## src/rtl/sorter_sel_param.sv

```systemverilog
// In-place selection sorter over an N x W single-write-port RAM. The user owns the
// RAM while o_ready is high; i_start runs an ascending/descending (optionally signed) sort.
module sorter_sel_param #(
  parameter  int W      = 8,
  parameter  int N      = 8,
  parameter  int SIGNED = 0,
  localparam int AW     = (N > 1) ? $clog2(N) : 1
) (
  input  logic          clk,
  input  logic          nrst,
  input  logic          i_start,
  input  logic          i_desc,
  input  logic          i_wr,
  input  logic [AW-1:0] i_addr,
  input  logic [W-1:0]  i_datain,
  output logic [W-1:0]  o_dataout,
  output logic          o_ready,
  output logic          o_done,
  output logic [AW:0]   o_swaps
);

  typedef enum logic [2:0] {
    S_IDLE,
    S_LOADM,
    S_SCAN,
    S_DECIDE,
    S_SWAPA,
    S_SWAPB
  } state_t;

  localparam logic [AW-1:0] LAST   = AW'(N - 1);
  localparam logic [AW-1:0] PENULT = AW'(N - 2);
  localparam logic [AW-1:0] ONE    = AW'(1);
  localparam logic [AW:0]   DEPTH  = (AW+1)'(N);

  if (N < 2) begin : g_bad_n
    $error("sorter_sel_param: N must be at least 2");
  end

  state_t        r_state, w_state_next;
  logic [AW-1:0] r_i, w_i_next;
  logic [AW-1:0] r_j, w_j_next;
  logic [AW-1:0] r_jm, w_jm_next;
  logic [W-1:0]  r_m, w_m_next;
  logic [W-1:0]  r_ai, w_ai_next;
  logic          r_desc, w_desc_next;
  logic [AW:0]   r_swaps, w_swaps_next;
  logic          r_done;
  logic [W-1:0]  r_dataout;
  logic [W-1:0]  r_mem [N];

  logic          w_addr_ok;
  logic          w_gt, w_lt, w_better;
  logic          w_advance;
  logic          w_rd_en;
  logic [AW-1:0] w_rd_addr;
  logic          w_wr_req, w_wr_en;
  logic [AW-1:0] w_wr_addr;
  logic [W-1:0]  w_wr_data;

  assign w_addr_ok = ({1'b0, i_addr} < DEPTH);

  if (SIGNED != 0) begin : g_signed
    assign w_gt = $signed(r_dataout) > $signed(r_m);
    assign w_lt = $signed(r_dataout) < $signed(r_m);
  end else begin : g_unsigned
    assign w_gt = r_dataout > r_m;
    assign w_lt = r_dataout < r_m;
  end

  // Strict comparison: equal keys keep the earlier index as the candidate.
  assign w_better = r_desc ? w_gt : w_lt;

  always_comb begin
    w_state_next = r_state;
    w_i_next     = r_i;
    w_j_next     = r_j;
    w_jm_next    = r_jm;
    w_m_next     = r_m;
    w_ai_next    = r_ai;
    w_desc_next  = r_desc;
    w_swaps_next = r_swaps;
    w_advance    = 1'b0;
    w_rd_en      = 1'b0;
    w_rd_addr    = '0;
    w_wr_req     = 1'b0;
    w_wr_addr    = '0;
    w_wr_data    = '0;

    unique case (r_state)
      S_IDLE: begin
        if (i_start) begin
          w_desc_next  = i_desc;
          w_swaps_next = '0;
          w_i_next     = '0;
          w_rd_en      = 1'b1;
          w_rd_addr    = '0;
          w_state_next = S_LOADM;
        end else begin
          w_rd_en   = w_addr_ok;
          w_rd_addr = i_addr;
          w_wr_req  = i_wr & w_addr_ok;
          w_wr_addr = i_addr;
          w_wr_data = i_datain;
        end
      end
      S_LOADM: begin
        w_m_next     = r_dataout;
        w_ai_next    = r_dataout;
        w_jm_next    = r_i;
        w_j_next     = r_i + ONE;
        w_rd_en      = 1'b1;
        w_rd_addr    = r_i + ONE;
        w_state_next = S_SCAN;
      end
      S_SCAN: begin
        if (w_better) begin
          w_m_next  = r_dataout;
          w_jm_next = r_j;
        end
        if (r_j == LAST) begin
          w_state_next = S_DECIDE;
        end else begin
          w_j_next  = r_j + ONE;
          w_rd_en   = 1'b1;
          w_rd_addr = r_j + ONE;
        end
      end
      S_DECIDE: begin
        if (r_jm == r_i) w_advance = 1'b1;
        else             w_state_next = S_SWAPA;
      end
      S_SWAPA: begin
        w_wr_req     = 1'b1;
        w_wr_addr    = r_jm;
        w_wr_data    = r_ai;
        w_state_next = S_SWAPB;
      end
      S_SWAPB: begin
        w_wr_req     = 1'b1;
        w_wr_addr    = r_i;
        w_wr_data    = r_m;
        w_swaps_next = r_swaps + 1'b1;
        w_advance    = 1'b1;
      end
      default: w_state_next = S_IDLE;
    endcase

    if (w_advance) begin
      if (r_i == PENULT) begin
        w_state_next = S_IDLE;
      end else begin
        w_i_next     = r_i + ONE;
        w_rd_en      = 1'b1;
        w_rd_addr    = r_i + ONE;
        w_state_next = S_LOADM;
      end
    end
  end

  // Gating with nrst keeps a write from landing once reset has been asserted.
  assign w_wr_en = w_wr_req & nrst;

  always_ff @(posedge clk) begin
    if (w_wr_en) r_mem[w_wr_addr] <= w_wr_data;
  end

  always_ff @(posedge clk or negedge nrst) begin
    if (!nrst) r_dataout <= '0;
    else       r_dataout <= w_rd_en ? r_mem[w_rd_addr] : '0;
  end

  always_ff @(posedge clk or negedge nrst) begin
    if (!nrst) begin
      r_state <= S_IDLE;
      r_i     <= '0;
      r_j     <= '0;
      r_jm    <= '0;
      r_m     <= '0;
      r_ai    <= '0;
      r_desc  <= 1'b0;
      r_swaps <= '0;
      r_done  <= 1'b0;
    end else begin
      r_state <= w_state_next;
      r_i     <= w_i_next;
      r_j     <= w_j_next;
      r_jm    <= w_jm_next;
      r_m     <= w_m_next;
      r_ai    <= w_ai_next;
      r_desc  <= w_desc_next;
      r_swaps <= w_swaps_next;
      r_done  <= (r_state != S_IDLE) && (w_state_next == S_IDLE);
    end
  end

  assign o_dataout = r_dataout;
  assign o_ready   = (r_state == S_IDLE);
  assign o_done    = r_done;
  assign o_swaps   = r_swaps;

endmodule

```

## config.mk

```make
export PLATFORM = sky130hd
export DESIGN_NAME = sorter_sel_param
export DESIGN_NICKNAME = d
export VERILOG_FILES = /design/src/rtl/sorter_sel_param.sv
export SDC_FILE = /design/constraint.sdc
export NUM_CORES = 1
export LEC_CHECK = 0
export CAP_MARGIN = 0
export CORE_MARGIN = 2
export CORE_UTILIZATION = 45
export CTS_CLUSTER_DIAMETER = 50
export DETAILED_ROUTE_END_ITERATION = 7
export GPL_TIMING_DRIVEN = 0
export PLACE_DENSITY = 0.66
export SKIP_LAST_GASP = 1
export SLEW_MARGIN = 30
export SYNTH_ARGS = -nofsm -noshare
export SYNTH_HDL_FRONTEND = slang
export SYNTH_SLANG_ARGS = --single-unit
```

## constraint.sdc

```tcl
create_clock -name clk -period 2.4 [get_ports clk]
set_input_delay 0.24 -clock clk [delete_from_list [all_inputs] [get_ports clk]]
set_output_delay 0.24 -clock clk [all_outputs]
set_load 0.005 [all_outputs]
```

* Word level (Yosys, flattened, before mapping)
Memories as Yosys holds them, arrays and structs flattened. Cells that the tools add are included.
Word-level totals: bits in read-only memories 0, word-level logic and storage cells 78, input bits 16, RAM bits 64, memories kept 1, flip-flop bits (word level) 42, output and inout port bits 14, latch bits 0
Memories:
- r_mem | words 8, bits a word 8, read ports 1, clocked after Yosys merged registers in 0, write ports 1, RTL line 50 | logic [W-1:0] r_mem [N];
Operators by class: multiplexer cells 38, shift-type cells 0, div/mod/pow operators 0, reduce and logical (&&, ||, !) cells 12, $mul 0, bitwise logic cells 1, equality and inequality tests 11, add/sub/neg operators 3, $lt $le $gt $ge 2
Operators by type and width (number):
- 2-to-1 mux 3 bit | 14
- 2-to-1 mux 8 bit | 3
- case mux 8 bit (3 select lines) | 1
- case mux 3 bit (3 select lines) | 2
- case mux 3 bit (6 select lines) | 1
- case mux 8 bit (2 select lines) | 1
- equality test 3 bit, second input constant | 4
- case mux 3 bit (2 select lines) | 2
- 2-to-1 mux 1 bit | 9
- greater-than comparator 8 bit | 1
- < comparator 8 bit | 1
- case mux 4 bit (2 select lines) | 1
- AND reduction 2 bit | 4
- adder 3 x 1 -> 3 bit, second input constant | 2
- equality test 3 x 2 -> 1 bit, second input constant | 2
- zero test 3 bit | 2
- inequality test 2 bit, second input constant | 3
- case mux 1 bit (2 select lines) | 3
- adder 4 x 1 -> 4 bit, second input constant | 1
- 2-to-1 mux 4 bit | 1
- nonzero test 2 bit | 2
- OR reduction 2 bit | 2
- equality test 3 x 1 -> 1 bit, second input constant | 1
- equality test 3 bit | 1
- other kinds (3) | 3

* Longest topological paths before layout
An unclocked memory read counts as a cell.
word-level depth 7, gate-level depth with buffers 10, gate-level depth less buffers 8

* Worst setup path before layout
OpenSTA, ideal clock, no wires.
kind register -> register, from register r_i[0], to register r_dataout[1], in the netlist o_dataout[1], clock period less this slack 2603 ps, path buffers 2, slack -203 ps, stages on the path, launching flop included 11, data required time 2269 ps, setup time 131 ps, data arrival time 2472 ps, path through dfrtp_1 buf_2 inv_1 ha_1 a21boi_1 nand4_1 o311ai_4 buf_6 mux2i_1 nor3_1 or3_1
Between the ends: word-level cells in the longest chain between the ends 6, elaborated cells on any way between the ends 12, classes of those cells add/sub (1); eq/ne (2); mux (8); memory (1)
RTL lines:
- start, declared | RTL line 41 | logic [AW-1:0] r_i, w_i_next;
- start signal, assigned | RTL line 186 | r_i <= w_i_next;
- adder 3 x 1 -> 3 bit / equality test 3 bit (equally long branches) | RTL line 113, 155, 130
- case mux 3 bit (3 select lines) / 2-to-1 mux 1 bit (equally long branches) | RTL line 90, 130
- 2-to-1 mux 3 bit / case mux 1 bit (2 select lines) (equally long branches) | RTL line 150, 90
- 2-to-1 mux 3 bit | RTL line 149 | if (w_advance) begin
- memory read (8 x 8 bit)
- 2-to-1 mux 8 bit * | RTL line 170 | else r_dataout <= w_rd_en ? r_mem[w_rd_addr] : '0;
- end signal, assigned | RTL line 170
- end, declared | RTL line 49 | logic [W-1:0] r_dataout;
Every way passes the cells marked *; elsewhere a longest branch is shown, timed or not. A chain may end at the register's enable or synchronous reset.

* Worst setup path in the final report
from register r_i[0], to register r_dataout[4], in the netlist o_dataout[4]
The elaborated chain is that of the path after synthesis.

==> results.toml <==
[setup_path]
crit_path_start = "r_i[0]"
crit_family = "compound AO/OA/AOI/OAI gates"
cp.arrival_ns = 2.75
r2r_cells = 11
worstSetupStartpointType = "flip-flop"
path_depth = 11
worst_setup_path_end_kind = "flip-flop"
cp_max_fo = 7
crit_path_frequent_cell = "buf_12"
endpoint = "o_dataout[4]"
r2r_slack_ns = -0.09
timing.rr.start = "r_i[0]"
rr_endpoint = "o_dataout[4]"
slowest_stage = "or3_1"
path_cells = "buf_6 > inv_8 > ha_4 > a21boi_4 > nand4_1 > o311ai_4 > buf_12 > buf_12 > mux2i_2 > o22ai_2 > or3_1"
path_class = "flip-flop to flip-flop"
worstPathRequired_ns = 2.67
critical_path.max_stage_delay_ns = 0.40
crit_buf_inv = 4

[floorplanning]
dieArea_mm2 = 0.0120
core-area_mm2 = 0.0108
top_level_ports = 30
start_util_pct = 46.3
chipHeight_um = 110
die_width_um = 110
rows = 38

[drt]
via_count = 3455
wl_per_cell_um = 18.9
drcViolationCount = 0
first_pass_iters = 6
antenna_left = 0
finalWirelength_mm = 11.6
drt_iter0_markers = 292
viasPerCell = 5.64

[synth]
synth_commonest_cells = "edfxtp_1 (64), nand2_1 (48), dfrtp_1 (42)"
synth_edf_count = 64
ys_seq_area_share_pct = 59.2
syn_nets = 433
synth.top_cell.area_share_pct = 38.3
netlist_area_mm2 = 0.00502
synth-async-reset-ratio_pct = 39.6
syn-mean-instance-area_um2 = 12.4
netlist_top_cells_area = "edfxtp_1 (38%), dfrtp_1 (21%), mux2i_1 (6.6%), nand2_1 (3.6%), ha_1 (3.2%)"
ys_warn_count = 0
ys_seq_elements = 106
synth.largest_area_cell = "edfxtp_1"
ys_types = 60
ys.flop_type = "edfxtp_1"
synth_cells = 404
synth_most_common_cell = "edfxtp_1"

[pwr]
p_total_mw = 8.74
sequentialPowerShare_pct = 30.4
power_density_mw_per_mm2 = 1390
power_leakage_nw = 2.46
clock_power_share_pct = 14.0
internal_power_mw = 5.32
ir_worst_vdd_v = 0.000661
combPwrFrac_pct = 55.6
switching_share_pct = 39.1
p_switching_mw = 3.42

[final_layout]
instances_no_fill = 613
final_area_mm2 = 0.00629
antenna_cells = 0
utilization_pct = 58.0
layout-drive-gt1-share_pct = 22.4
area_delta_synth_final_pct = 25.3
fin_nets = 497

[clock_tree]
clock-root-buffer = "clkbuf_8"
tritoncts.num_buffers = 9
cts_buffer_depth = 2
numClockSinks = 106
htreeDepth = 3
tritoncts = "yes"
clock_latency_ns = 0.40
cts.clk_slew.worst_paths_ns = 0.13

[sta]
worst_pin_slew_ns = 0.688
timing.final.crit_share_pct = 104
fmax_mhz = 402
min_period_ns = 2.49
timing.final.ws_setup_ns = -0.0872
finalHoldViolations = 0
maxSlewViolCount = 0
setup_tns_ns = -0.274
maxSlewHeadroom_pct = 54.0
skew_ns = 0.0264
finalSetupViolCount = 7
rsz0062_at_grt = "yes"
finalHoldWorstSlack_ns = 0.366

[grt]
grt_pass1_vias = 3398
grt_pass1_wl_mm = 18.0
grt_antenna_before_repair = 0
grtUsageTotal_pct = 20.1
grt_start_max_net_pins = 24
grt.overflow.total = 0

[placement]
dp_cells = 574
place_hpwl_mm = 7.84
postPlaceCellArea_mm2 = 0.00554
place_congestion = 0.908
io_buffers = 29
dp_slack_ns = -0.706

[outcome]
status = "finished, violations left"
violations = "setup timing"

[min_path]
holdCritPathClass = "primary input to asynchronous set/reset pin"

[flow_run]
drv_cap = 0
## how the worst min path moves through the flow
stage	start	to	slack, ns	cells after the start
detailed placement	nrst	r_state[0]	0.28	1
CTS	nrst	r_m[5]	0.39	2
global placement	r_ai[7]	r_ai[7]	0.46	2
floorplan	nrst	o_dataout[0]	-0.06	0
global route	nrst	r_m[6]	0.41	2
finish	nrst	r_ai[6]	0.37	2
## per-layer routing
metal	up-vias	wire length (µm)	global-route usage, %
met3	18	678	3.68
met4	0	154	6.51
met5	-	0	0
met1	1697	5150	26.8
met2	109	5630	33.5
li1	1631	-	-
## final cells by class
type,instances,area (µm²)
Buffer,18,165
Clock buffer,9,124
Clock inverter,7,108
Fill cell,862,4550
Inverter,12,52.6
Multi-Input combinational cell,268,2130
Sequential cell,106,2980
Tap cell,140,175
Timing Repair Buffer,53,566
## cells in the final DEF (no fill, tap or decap), types with 3 or more instances in the layout
master,instances
nor2b_1,5
clkdlybuf4s50_1,28
buf_6,5
o21ai_0,12
buf_4,18
dfrtp_1,40
mux2_2,8
nor2_4,8
nor2_1,16
nand4_1,3
mux2i_2,3
nand3_1,7
buf_2,6
a21oi_1,9
clkbuf_8,9
clkinv_8,3
nand2_1,46
buf_16,3
a22oi_1,5
edfxtp_1,64
a21o_1,3
nand2b_1,6
mux2_1,4
ha_1,11
buf_12,6
inv_1,11
a221o_1,7
mux2i_1,29
nor3_1,19
clkbuf_1,3
o22ai_1,8
or3_1,8
## state kept, by name, indices dropped and copies added (netlist names)
name       count
r_jm           3
o_done         1
r_j            3
r_state        3
r_i            3
r_m            8
r_ai           8
o_dataout      8
r_mem         64
o_swaps        4
r_desc         1
## worst register-to-register path, delay by kind of cell (launching register included)
family | cells | cell delay [ns]
simple gates | 2 | 0.55
fa+ha+maj | 1 | 0.16
buf+inv | 4 | 0.49
flops | 1 | 0.37
mux | 1 | 0.22
compound gates | 3 | 0.57
## logic make-up (layout without fill, tap and decap cells)
kind of cell             after synthesis  in the layout  share of synthesized area, %
flip-flops                           106            106                          59.2
AO/OA/AOI/OAI                         68             68                          10.6
multiplexers                          45             45                          9.27
buffers and inverters                 30             99                          2.99
AND/OR/NAND/NOR                      138            138                          13.4
XOR/XNOR                               4              4                          1.22
adder cells (fa/ha/maj)               13             13                          3.24
## repair_timing
item,4_1_cts,5_1_grt
endpoints found under the hold margin,21,0
resized for setup,42,32
hold buffers,1,0
setup endpoints to repair,72,114
setup buffers,16,4
pin swaps,13,10
cloned,2,0
## power by group through the flow
stage               clock [mW]  combinational, mW  sequential [mW]
detailed placement           0               3.75             2.68
finish                    1.23               4.86             2.65
CTS                       1.24               4.56             2.64
global route              1.31               5.21             2.69
global placement             0               3.66             2.67
floorplan                    0               2.76             2.61
Power figures use the tool's default switching activity.
